`src/rtl/univ_shift_reg_pkg.sv`:
```
// Shared constants for univ_shift_reg: operation modes and burst sequencer states.
package univ_shift_reg_pkg;

  localparam logic [2:0] MODE_HOLD = 3'd0;
  localparam logic [2:0] MODE_LOAD = 3'd1;
  localparam logic [2:0] MODE_SHL  = 3'd2;
  localparam logic [2:0] MODE_SHR  = 3'd3;
  localparam logic [2:0] MODE_ROL  = 3'd4;
  localparam logic [2:0] MODE_ROR  = 3'd5;

  typedef enum logic [1:0] {
    S_IDLE  = 2'd0,
    S_SHIFT = 2'd1,
    S_FIN   = 2'd2
  } seq_state_t;

  // Only shifts and rotates may be repeated by the burst sequencer.
  function automatic logic is_shift_mode(input logic [2:0] m);
    return (m >= MODE_SHL) && (m <= MODE_ROR);
  endfunction

endpackage

```
`src/rtl/usr_datapath.sv`:
```
// Combinational next-state of the shift register: computes next q and the bit
// shifted out for one operation; shift_op flags modes that update sout.
module usr_datapath
  import univ_shift_reg_pkg::*;
#(
  parameter int WIDTH = 8
) (
  input  logic [2:0]       mode,
  input  logic [WIDTH-1:0] q,
  input  logic [WIDTH-1:0] d,
  input  logic             sin,
  output logic [WIDTH-1:0] q_nxt,
  output logic             sout_nxt,
  output logic             shift_op
);

  always_comb begin
    // NOTE: every output gets a default before the case so no latch is inferred.
    q_nxt    = q;
    sout_nxt = 1'b0;
    shift_op = 1'b0;
    case (mode)
      MODE_LOAD: q_nxt = d;
      MODE_SHL: begin
        q_nxt    = {q[WIDTH-2:0], sin};
        sout_nxt = q[WIDTH-1];
        shift_op = 1'b1;
      end
      MODE_SHR: begin
        q_nxt    = {sin, q[WIDTH-1:1]};
        sout_nxt = q[0];
        shift_op = 1'b1;
      end
      MODE_ROL: begin
        q_nxt    = {q[WIDTH-2:0], q[WIDTH-1]};
        sout_nxt = q[WIDTH-1];
        shift_op = 1'b1;
      end
      MODE_ROR: begin
        q_nxt    = {q[0], q[WIDTH-1:1]};
        sout_nxt = q[0];
        shift_op = 1'b1;
      end
      default: ;
    endcase
  end

endmodule

```
`src/rtl/univ_shift_reg.sv`:
```
// Universal shift register with parallel load, shift/rotate and a burst
// sequencer. Define UNIV_SHIFT_REG_PARITY_EN to add a registered parity output.
module univ_shift_reg
  import univ_shift_reg_pkg::*;
#(
  parameter int               WIDTH   = 8,
  parameter int               CNT_W   = 5,
  parameter logic [WIDTH-1:0] RST_VAL = '0
) (
  input  logic             CLOCK_50,
  input  logic             reset,
  input  logic             en,
  input  logic [2:0]       mode,
  input  logic [WIDTH-1:0] d,
  input  logic             sin,
  input  logic             start,
  input  logic [CNT_W-1:0] count,
  output logic [WIDTH-1:0] q,
  output logic             sout,
  output logic             busy,
  output logic             done
`ifdef UNIV_SHIFT_REG_PARITY_EN
  , output logic           parity
`endif
);

  localparam logic [CNT_W-1:0] CNT_ONE = {{(CNT_W-1){1'b0}}, 1'b1};

  seq_state_t       state, state_nxt;
  logic [CNT_W-1:0] cnt, cnt_nxt;
  logic [2:0]       mode_lat, mode_lat_nxt;
  logic [2:0]       dp_mode;
  logic             busy_nxt, done_nxt;
  logic [WIDTH-1:0] q_nxt;
  logic             dp_sout, dp_shift, sout_nxt;

  usr_datapath #(.WIDTH(WIDTH)) u_datapath (
    .mode     (dp_mode),
    .q        (q),
    .d        (d),
    .sin      (sin),
    .q_nxt    (q_nxt),
    .sout_nxt (dp_sout),
    .shift_op (dp_shift)
  );

  // Idle cycles run the live mode; burst cycles replay the latched one and
  // the FIN cycle only retires the burst.
  always_comb begin
    state_nxt    = state;
    cnt_nxt      = cnt;
    mode_lat_nxt = mode_lat;
    busy_nxt     = busy;
    done_nxt     = 1'b0;
    dp_mode      = MODE_HOLD;
    case (state)
      S_IDLE: begin
        dp_mode = mode;
        if (start && (count != '0) && is_shift_mode(mode)) begin
          mode_lat_nxt = mode;
          cnt_nxt      = count - CNT_ONE;
          busy_nxt     = 1'b1;
          state_nxt    = (count == CNT_ONE) ? S_FIN : S_SHIFT;
        end
      end
      S_SHIFT: begin
        dp_mode = mode_lat;
        cnt_nxt = cnt - CNT_ONE;
        if (cnt == CNT_ONE) state_nxt = S_FIN;
      end
      S_FIN: begin
        busy_nxt  = 1'b0;
        done_nxt  = 1'b1;
        state_nxt = S_IDLE;
      end
      default: state_nxt = S_IDLE;
    endcase
    sout_nxt = dp_shift ? dp_sout : sout;
  end

  always_ff @(posedge CLOCK_50) begin
    // NOTE: sequential state uses non-blocking assignments so every register
    // samples the pre-edge values of the others.
    if (reset) begin
      state    <= S_IDLE;
      cnt      <= '0;
      mode_lat <= MODE_HOLD;
      q        <= RST_VAL;
      sout     <= 1'b0;
      busy     <= 1'b0;
      done     <= 1'b0;
    end else if (en) begin
      state    <= state_nxt;
      cnt      <= cnt_nxt;
      mode_lat <= mode_lat_nxt;
      q        <= q_nxt;
      sout     <= sout_nxt;
      busy     <= busy_nxt;
      done     <= done_nxt;
    end else begin
      // Frozen cycles must not stretch the done pulse.
      done <= 1'b0;
    end
  end

`ifdef UNIV_SHIFT_REG_PARITY_EN
  always_ff @(posedge CLOCK_50) begin
    if (reset)   parity <= ^RST_VAL;
    else if (en) parity <= ^q_nxt;
  end
`endif

endmodule

```
`config.mk`:
```
export PLATFORM = sky130hd
export DESIGN_NAME = univ_shift_reg
export DESIGN_NICKNAME = d
export VERILOG_FILES = /design/src/rtl/univ_shift_reg_pkg.sv /design/src/rtl/usr_datapath.sv /design/src/rtl/univ_shift_reg.sv
export SDC_FILE = /design/constraint.sdc
export NUM_CORES = 1
export LEC_CHECK = 0
export BUFFER_PORTS_ARGS = -buffer_cell sky130_fd_sc_hd__clkbuf_2
export CAP_MARGIN = 20
export CORE_UTILIZATION = 37
export DETAILED_ROUTE_END_ITERATION = 16
export GPL_ROUTABILITY_DRIVEN = 1
export GPL_TIMING_DRIVEN = 0
export SLEW_MARGIN = 10
export SYNTH_ARGS = -nofsm -noshare
export SYNTH_HDL_FRONTEND = slang
export SYNTH_SLANG_ARGS = --single-unit
```
`constraint.sdc`:
```
create_clock -name CLOCK_50 -period 3.1 [get_ports CLOCK_50]
set_clock_uncertainty 0.05 [all_clocks]
set_input_delay 0.155 -clock CLOCK_50 [delete_from_list [all_inputs] [get_ports CLOCK_50]]
set_output_delay 0.155 -clock CLOCK_50 [all_outputs]
set_load 0.01 [all_outputs]
```
==> impl_metrics.prom, run 1 <==
# TYPE chip_impl_metric gauge
chip_impl_metric{name="number_of_warning_messages_in_the_yosys_log",unit=""} 0
chip_impl_metric{name="first_iter_violations",unit=""} 58
chip_impl_info{name="critical_path_class",value="register to register"} 1
chip_impl_metric{name="via_count_of_the_first_global_routing_pass",unit=""} 1308
chip_impl_metric{name="share_seq_of_total_power",unit="%"} 44.8
chip_impl_info{name="cp-start-kind",value="register"} 1
chip_impl_metric{name="die_width",unit="um"} 64.28
chip_impl_metric{name="routed_wire_length_per_instance",unit="um"} 13.56
chip_impl_info{name="cts.root.buffer_cell",value="sky130_fd_sc_hd__clkbuf_8"} 1
chip_impl_metric{name="place.gp.congestion",unit=""} 0.8147
chip_impl_metric{name="die_y",unit="um"} 64.28
chip_impl_metric{name="whs_path_depth",unit=""} 2
chip_impl_metric{name="dp.final_hpwl",unit="um"} 2610
chip_impl_metric{name="fmax",unit="MHz"} 618.0
chip_impl_metric{name="synth_edf_count",unit=""} 0
chip_impl_metric{name="area_growth",unit="%"} 18.22
chip_impl_metric{name="yosysUniqueCellTypes",unit=""} 44
chip_impl_info{name="top_ff_cell_synth",value="sky130_fd_sc_hd__dfxtp_1"} 1
chip_impl_metric{name="initial_core_util",unit="%"} 38.91
chip_impl_metric{name="comb_power_share",unit="%"} 28.8
chip_impl_metric{name="cts-htree-levels",unit=""} 1
chip_impl_metric{name="maxSlewHeadroom",unit="%"} 53.23
chip_impl_metric{name="ys_async_sr_fraction",unit="%"} 0
chip_impl_info{name="reg2reg_to",value="q[0]"} 1
chip_impl_info{name="hold-path-endpoint",value="state[0]"} 1
chip_impl_info{name="result_of_the_run",value="completed"} 1
chip_impl_info{name="timing.rr.start",value="state[0]"} 1
chip_impl_metric{name="largest_net_degree_at_the_start_of_global_routing",unit=""} 13
chip_impl_metric{name="antennaDiodeCount",unit=""} 0
chip_impl_metric{name="clkLatencyLatePin",unit="ns"} 0.26
chip_impl_metric{name="critical_path_arrival",unit="ns"} 1.74
chip_impl_metric{name="dieArea",unit="sq mm"} 0.004132
chip_impl_metric{name="sw_share",unit="%"} 32.53
chip_impl_metric{name="cap_viol_max_count",unit=""} 0
chip_impl_metric{name="core_area",unit="sq mm"} 0.003689
chip_impl_metric{name="slew_viol_final",unit=""} 0
chip_impl_metric{name="drc_violations",unit=""} 0
chip_impl_metric{name="antenna_found_initial",unit=""} 0
chip_impl_metric{name="layout-drive-gt1-share",unit="%"} 25.12
chip_impl_info{name="tritoncts_clock_tree",value="built"} 1
chip_impl_metric{name="final_cell_count_no_fill",unit=""} 259
chip_impl_metric{name="peakVddDrop",unit="mV"} 0.1799
chip_impl_metric{name="finalCriticalPeriod",unit="ns"} 1.618
chip_impl_metric{name="clockPowerShare",unit="%"} 26.4
chip_impl_metric{name="cellLeakagePower",unit="nW"} 0.6841
chip_impl_metric{name="nFillCells",unit=""} 412
chip_impl_info{name="critical-path-slowest-cell",value="sky130_fd_sc_hd__dfxtp_1"} 1
chip_impl_metric{name="synth.ff_latch_count",unit=""} 21
chip_impl_metric{name="cts-hold-fix-buffers",unit=""} 0
chip_impl_metric{name="detailroute.via_count",unit=""} 1352
chip_impl_metric{name="finalNetCount",unit=""} 238
chip_impl_metric{name="number_of_cell_rows",unit=""} 22
chip_impl_metric{name="post-cts-setup-buffers",unit=""} 0
chip_impl_info{name="startpoint",value="state[0]"} 1
chip_impl_metric{name="worst_setup_hold_path_clk_slew",unit="ns"} 0.08
chip_impl_metric{name="report.final.setup_viol",unit=""} 0
chip_impl_metric{name="port_buffers",unit=""} 31
chip_impl_metric{name="hold_viol_final",unit=""} 0
chip_impl_metric{name="firstDrtPassIters",unit=""} 4
chip_impl_info{name="worst_setup_path_end_kind",value="register"} 1
chip_impl_info{name="min-delay-path-class",value="input port to register"} 1
chip_impl_metric{name="grt_first_pass_wirelength",unit="um"} 6072
chip_impl_metric{name="boundaryPins",unit=""} 32
chip_impl_metric{name="ys_seq_area_share",unit="%"} 29.29
chip_impl_metric{name="cts_made_buffers",unit=""} 3
chip_impl_metric{name="crit_required",unit="ns"} 3.22
chip_impl_metric{name="ant_nets",unit=""} 0
chip_impl_metric{name="cts.repair.resized",unit=""} 0
chip_impl_metric{name="post_synth_inst_count",unit=""} 176
chip_impl_metric{name="power_switching",unit="mW"} 0.2239
chip_impl_metric{name="clock_path_buffers",unit=""} 2
chip_impl_metric{name="placedCellCount",unit=""} 255
chip_impl_info{name="hold_start",value="reset"} 1
chip_impl_info{name="path_cells",value="buf_6 > inv_2 > a31oi_1 > and3_1 > buf_2 > nor2_1 > a311oi_2"} 1
chip_impl_metric{name="postRouteWirelength",unit="um"} 3512
chip_impl_metric{name="r2r_setup_slack",unit="ns"} 1.48
chip_impl_metric{name="cp_slowest_stage_delay",unit="ns"} 0.33
chip_impl_metric{name="reg2regPathDepth",unit=""} 7
chip_impl_metric{name="avgViaCountPerCell",unit=""} 5.220
chip_impl_metric{name="grt.overflow.total",unit=""} 0
chip_impl_metric{name="netlist_area",unit="sq mm"} 0.001435
chip_impl_metric{name="total_nets_after_synthesis",unit=""} 202
chip_impl_metric{name="p_per_area",unit="mW/mm^2"} 405.6
chip_impl_metric{name="final.period_utilization",unit="%"} 52.20
chip_impl_metric{name="gr-usage-all-layers",unit="%"} 18.60
chip_impl_metric{name="tritoncts_num_sinks",unit=""} 21
chip_impl_metric{name="critical_path_peak_fanout",unit=""} 10
chip_impl_metric{name="p_int",unit="mW"} 0.4643
chip_impl_metric{name="worstMarginPinSlew",unit="ns"} 0.7016
chip_impl_metric{name="synth.avg_cell_area",unit="sq um"} 8.154
chip_impl_info{name="grt_setup_unrepaired",value="no"} 1
chip_impl_metric{name="setup-tns-final",unit="ns"} 0
==> registers in the layout, summed over array words and instances, names as in the netlist <==
name,count
busy,1
mode_lat,3
cnt,5
sout,1
state,2
done,1
q,8
==> cell type report <==
class | instances | area (sq um) | area share (%)
Multi-Input combinational cell | 139 | 927.1 | 54.65
Sequential cell | 21 | 420.4 | 24.78
Clock buffer | 3 | 41.29 | 2.434
Clock inverter | 1 | 5.005 | 0.2950
Tap cell | 48 | 60.06 | 3.540
Timing Repair Buffer | 31 | 155.1 | 9.145
Inverter | 9 | 33.78 | 1.991
Buffer | 7 | 53.80 | 3.171
==> how the worst max path moves through the flow <==
stage	end	depth (start not counted)	slack (ns)
after global placement	cnt[0]	8	1.45
after CTS	q[0]	7	1.46
after floorplan	state[0]	5	1.65
after global routing	q[7]	7	1.37
final	q[0]	7	1.48
after detailed placement	cnt[0]	8	1.44
==> worst max-delay path: cells and delay by family, from the launching register on <==
kind / cells / cell delay, ns
AOI/OAI and AO/OA: 2 / 0.42
buffers and inverters: 3 / 0.46
DFF: 1 / 0.33
and+or+nand+nor: 2 / 0.25
==> through the flow <==
stage	hold slack [ns]	util, %	total power, mW	instance area [sq um]	worst slack (ns)
after floorplan	0.1712	-	0.4505	1435	1.653
after global placement	0.3072	44.74	0.5125	1650	1.450
after detailed placement	0.3029	44.74	0.5127	1650	1.442
after CTS	0.01939	46.00	0.6944	1697	1.460
after global routing	0.03249	46.00	0.7316	1697	1.373
final	0.02489	46.00	0.6882	1697	1.482
==> routing by layer <==
layer	vias to the layer above	share of wire, %	GRT usage, %
met5	-	0	0
met1	616	48	25.05
met4	0	0.88	4.722
li1	696	-	-
met2	36	46	30.79
met3	4	4.4	2.679
==> cell usage after synthesis, drive strengths merged, types with 2 or more instances <==
| master | number | area, sq um |
|---|---|---|
| nand2 | 30 | 112.6 |
| dfxtp | 21 | 420.4 |
| a21oi | 16 | 80.08 |
| nor2 | 12 | 45.04 |
| inv | 9 | 33.78 |
| o21ai | 9 | 56.31 |
| nand3 | 8 | 40.04 |
| mux2i | 6 | 72.57 |
| o211ai | 6 | 45.04 |
| ha | 5 | 62.56 |
| buf | 4 | 42.53 |
| nor3 | 4 | 20.02 |
| a311oi | 3 | 45.04 |
| clkbuf | 3 | 11.26 |
| nand2b | 3 | 18.77 |
| nor2b | 3 | 18.77 |
| nor3b | 3 | 22.52 |
| xnor2 | 3 | 26.28 |
| a221oi | 2 | 30.03 |
| a31oi | 2 | 12.51 |
| and2b | 2 | 15.01 |
| and3 | 2 | 12.51 |
| nand3b | 2 | 18.77 |
| nor4 | 2 | 12.51 |
| o22a | 2 | 17.52 |
| o22ai | 2 | 12.51 |
| xor2 | 2 | 17.52 |
==> cells by family after synthesis <==
group	Yosys count	synth area share, %
buffers and inverters	16	6.102
xor gates and xnor gates	5	3.052
AOI/OAI and AO/OA	47	25.28
muxes	7	5.841
DFF	21	29.29
and+or+nand+nor	75	26.07
adders and majority gates	5	4.359
==> layout by cell type (no fill, tap or decap), types with 4 or more instances in the layout <==
cell type and count:
sky130_fd_sc_hd__ha_1 5, sky130_fd_sc_hd__nor2_1 12, sky130_fd_sc_hd__nor3_1 4, sky130_fd_sc_hd__mux2i_1 5, sky130_fd_sc_hd__nand2_1 30, sky130_fd_sc_hd__inv_1 8
sky130_fd_sc_hd__o21ai_1 6, sky130_fd_sc_hd__nand3_1 8, sky130_fd_sc_hd__a21oi_1 16, sky130_fd_sc_hd__clkbuf_2 31, sky130_fd_sc_hd__o211ai_1 6, sky130_fd_sc_hd__dfxtp_1 21
==> power by group through the flow <==
stage                     Clock [mW]  Combinational [mW]  Sequential, mW
after global placement             0               0.199           0.314
final                          0.182               0.198           0.308
after CTS                      0.187               0.200           0.308
after global routing           0.198               0.223           0.311
after detailed placement           0               0.199           0.314
after floorplan                    0               0.135           0.315
Power figures use the tool's default switching activity.
==> run 2, diff against run 1 <==
Clock period 3.1 ns to 1.61 ns, I/O delays scaled along.
==> run 2 against run 1 <==
  * First-iteration DRC count is 14% lower
  * Total power is 100% higher
  * Sequential power is 93% higher
  * Sequential share of layout area is 1.8 points lower
  * Non-clock buffer count is 9 higher
  * Global-route usage stayed put
  * Worst hold slack better by 0.045 ns
  * Register-to-register slack worse by 1.4 ns
  * Flip-flop and latch count stayed put
  * Critical path type unchanged
==> impl_metrics.prom, run 2 (synthesis gave the netlist of run 1 again) <==
# TYPE chip_impl_metric gauge
chip_impl_info{name="result_of_the_run",value="completed"} 1
chip_impl_metric{name="routed_wire_length_per_instance",unit="um"} 13.56
chip_impl_metric{name="die_y",unit="um"} 64.28
chip_impl_info{name="layout.cells.most_common_list",value="32 x sky130_fd_sc_hd__clkbuf_2, 30 x sky130_fd_sc_hd__nand2_1, 19 x sky130_fd_sc_hd__dfxtp_1"} 1
chip_impl_metric{name="max_reg_flops",unit=""} 8
chip_impl_metric{name="avgViaCountPerCell",unit=""} 5.238
chip_impl_metric{name="cts_made_buffers",unit=""} 3
chip_impl_info{name="worst_setup_path_end_kind",value="register"} 1
chip_impl_metric{name="gr-usage-all-layers",unit="%"} 18.60
chip_impl_metric{name="port_buffers",unit=""} 31
chip_impl_metric{name="hold_viol_final",unit=""} 0
chip_impl_metric{name="cp_slowest_stage_delay",unit="ns"} 0.33
chip_impl_metric{name="tritoncts_num_sinks",unit=""} 21
chip_impl_metric{name="antenna_found_initial",unit=""} 0
chip_impl_metric{name="finalCriticalPeriod",unit="ns"} 1.538
chip_impl_metric{name="firstDrtPassIters",unit=""} 4
chip_impl_metric{name="peakVddDrop",unit="mV"} 0.3499
chip_impl_metric{name="area_growth",unit="%"} 28.25
chip_impl_metric{name="cap_viol_max_count",unit=""} 0
chip_impl_metric{name="fmax",unit="MHz"} 650.1
chip_impl_metric{name="whs_path_depth",unit=""} 3
chip_impl_metric{name="place.gp.congestion",unit=""} 0.8147
chip_impl_metric{name="ant_nets",unit=""} 0
chip_impl_metric{name="cellLeakagePower",unit="nW"} 0.7515
chip_impl_metric{name="multi_input_comb_area",unit="sq um"} 965.9
chip_impl_info{name="cts.root.buffer_cell",value="sky130_fd_sc_hd__clkbuf_8"} 1
chip_impl_metric{name="detailroute.via_count",unit=""} 1409
chip_impl_metric{name="cts-htree-levels",unit=""} 1
chip_impl_metric{name="postRouteWirelength",unit="um"} 3648
chip_impl_metric{name="p_int",unit="mW"} 0.9383
chip_impl_metric{name="reg2regPathDepth",unit=""} 6
chip_impl_info{name="reg_top3",value="q (8), cnt (5), mode_lat (3)"} 1
chip_impl_metric{name="sw_share",unit="%"} 32.46
chip_impl_info{name="path_cells",value="buf_8 > buf_8 > o31a_1 > o22ai_1 > nand2b_1 > a311oi_2"} 1
chip_impl_info{name="crit_path_frequent_cell",value="sky130_fd_sc_hd__buf_8"} 1
chip_impl_metric{name="placedCellCount",unit=""} 255
chip_impl_info{name="grt_setup_unrepaired",value="yes"} 1
chip_impl_metric{name="setup-tns-final",unit="ns"} 0
chip_impl_info{name="min-delay-path-class",value="input port to register"} 1
chip_impl_metric{name="drc_violations",unit=""} 0
chip_impl_metric{name="dieArea",unit="sq mm"} 0.004132
chip_impl_metric{name="finalHoldWorstSlack",unit="ns"} 0.06965
chip_impl_metric{name="critical_path_arrival",unit="ns"} 1.65
chip_impl_info{name="cp-start-kind",value="register"} 1
chip_impl_metric{name="slew_viol_final",unit=""} 0
chip_impl_metric{name="final.period_utilization",unit="%"} 95.54
chip_impl_metric{name="clkLatencyLatePin",unit="ns"} 0.26
chip_impl_metric{name="number_of_cell_rows",unit=""} 22
chip_impl_metric{name="antennaDiodeCount",unit=""} 0
chip_impl_metric{name="boundaryPins",unit=""} 32
chip_impl_metric{name="initial_core_util",unit="%"} 38.91
chip_impl_info{name="commonest_non_fill_non_tap_cell_in_the_layout",value="sky130_fd_sc_hd__clkbuf_2"} 1
chip_impl_metric{name="worst_setup_hold_path_clk_slew",unit="ns"} 0.09
chip_impl_metric{name="comb_power_share",unit="%"} 31.8
chip_impl_metric{name="share_seq_of_total_power",unit="%"} 42.8
chip_impl_info{name="largest-register",value="q"} 1
chip_impl_info{name="critical-path-slowest-cell",value="sky130_fd_sc_hd__dfxtp_2"} 1
chip_impl_metric{name="finalCoreUtilization",unit="%"} 49.90
chip_impl_metric{name="grt_first_pass_wirelength",unit="um"} 6072
chip_impl_metric{name="die_width",unit="um"} 64.28
chip_impl_metric{name="layout-drive-gt1-share",unit="%"} 31.22
chip_impl_metric{name="p_per_area",unit="mW/mm^2"} 754.8
chip_impl_metric{name="area.sequential",unit="sq um"} 422.9
chip_impl_metric{name="critical_path_peak_fanout",unit=""} 8
chip_impl_metric{name="final_total_power",unit="mW"} 1.389
chip_impl_metric{name="clock_path_buffers",unit=""} 2
chip_impl_metric{name="nFillCells",unit=""} 395
chip_impl_metric{name="maxSlewHeadroom",unit="%"} 55.06
chip_impl_metric{name="largest_net_degree_at_the_start_of_global_routing",unit=""} 13
chip_impl_metric{name="worstMarginPinSlew",unit="ns"} 0.6741
chip_impl_info{name="critical_path_class",value="register to register"} 1
chip_impl_metric{name="first_iter_violations",unit=""} 50
chip_impl_metric{name="clockPowerShare",unit="%"} 25.3
chip_impl_metric{name="report.final.setup_viol",unit=""} 0
chip_impl_metric{name="dp.final_hpwl",unit="um"} 2610
chip_impl_metric{name="via_count_of_the_first_global_routing_pass",unit=""} 1308
chip_impl_metric{name="core_area",unit="sq mm"} 0.003689
chip_impl_metric{name="finalNetCount",unit=""} 248
chip_impl_metric{name="final_cell_count_no_fill",unit=""} 269
chip_impl_metric{name="power_switching",unit="mW"} 0.4509
chip_impl_metric{name="grt.overflow.total",unit=""} 0
chip_impl_info{name="tritoncts_clock_tree",value="built"} 1
chip_impl_metric{name="crit_required",unit="ns"} 1.73
==> run 2: cell count changes in the layout (fill, tap and decap cells not counted), moves of 2 or more <==
cell	change
sky130_fd_sc_hd__dfxtp_2	+2
sky130_fd_sc_hd__buf_4	+7
sky130_fd_sc_hd__dfxtp_1	-2
sky130_fd_sc_hd__buf_8	+2
==> run 2: layout make-up <==
class | count | share of cell area [%]
Sequential cell | 21 | 22.98
Clock inverter | 1 | 0.2719
Clock buffer | 3 | 2.243
Tap cell | 48 | 3.263
Timing Repair Buffer | 40 | 13.19
Buffer | 7 | 3.739
Multi-Input combinational cell | 140 | 52.48
Inverter | 9 | 1.835
==> run 2: final timing paths <==
kind | startpoint | endpoint | slack [ns]
min reg2reg | cnt[1] | cnt[1] | 0.42
max reg2reg | state[0] | q[0] | 0.07
max | state[0] | q[0] | 0.07
min | d[5] | q[5] | 0.07
==> run 2: what timing repair did <==
action,4_1_cts,5_1_grt
setup endpoints to repair,1,9
setup buffers,0,7
gates resized for setup,1,13
pin swaps,0,6
gates cloned,0,2
hold buffers,1,0
endpoints found under the hold margin,1,0
==> run 2: per-stage QoR <==
| stage | cell area, sq um | worst slack (ns) |
|---|---|---|
| 2_1_floorplan | 1435 | 0.1632 |
| 3_3_place_gp | 1650 | 0.03407 |
| 3_5_place_dp | 1650 | 0.02661 |
| 4_1_cts | 1709 | 0.02540 |
| 5_1_grt | 1841 | -0.02067 |
| 6_report | 1841 | 0.07182 |
==> run 2: metal layers <==
layer / global-route usage, % / wire, um / part of all wire, % / vias up
li1: - / - / - / 722
met1: 25.16 / 1758 / 48 / 651
met2: 30.79 / 1737 / 48 / 34
met4: 4.722 / 23 / 0.63 / 0
met5: 0 / 0 / 0 / -
met3: 2.500 / 128 / 3.5 / 2
==> run 2: power groups by stage <==
stage               Clock [mW]  Combinational (mW)  Sequential [mW]
floorplan                    0               0.261            0.607
global placement             0               0.382            0.605
detailed placement           0               0.382            0.605
CTS                      0.359               0.388            0.593
global route             0.381               0.491            0.600
finish                   0.352               0.442            0.595
==> run 2: critical path, delay by kind of cell (launching register included) <==
kind | cells | cell delay (ns)
flip-flops | 1 | 0.33
buffers and inverters | 2 | 0.26
AO/OA/AOI/OAI | 3 | 0.72
AND/OR/NAND/NOR | 1 | 0.08
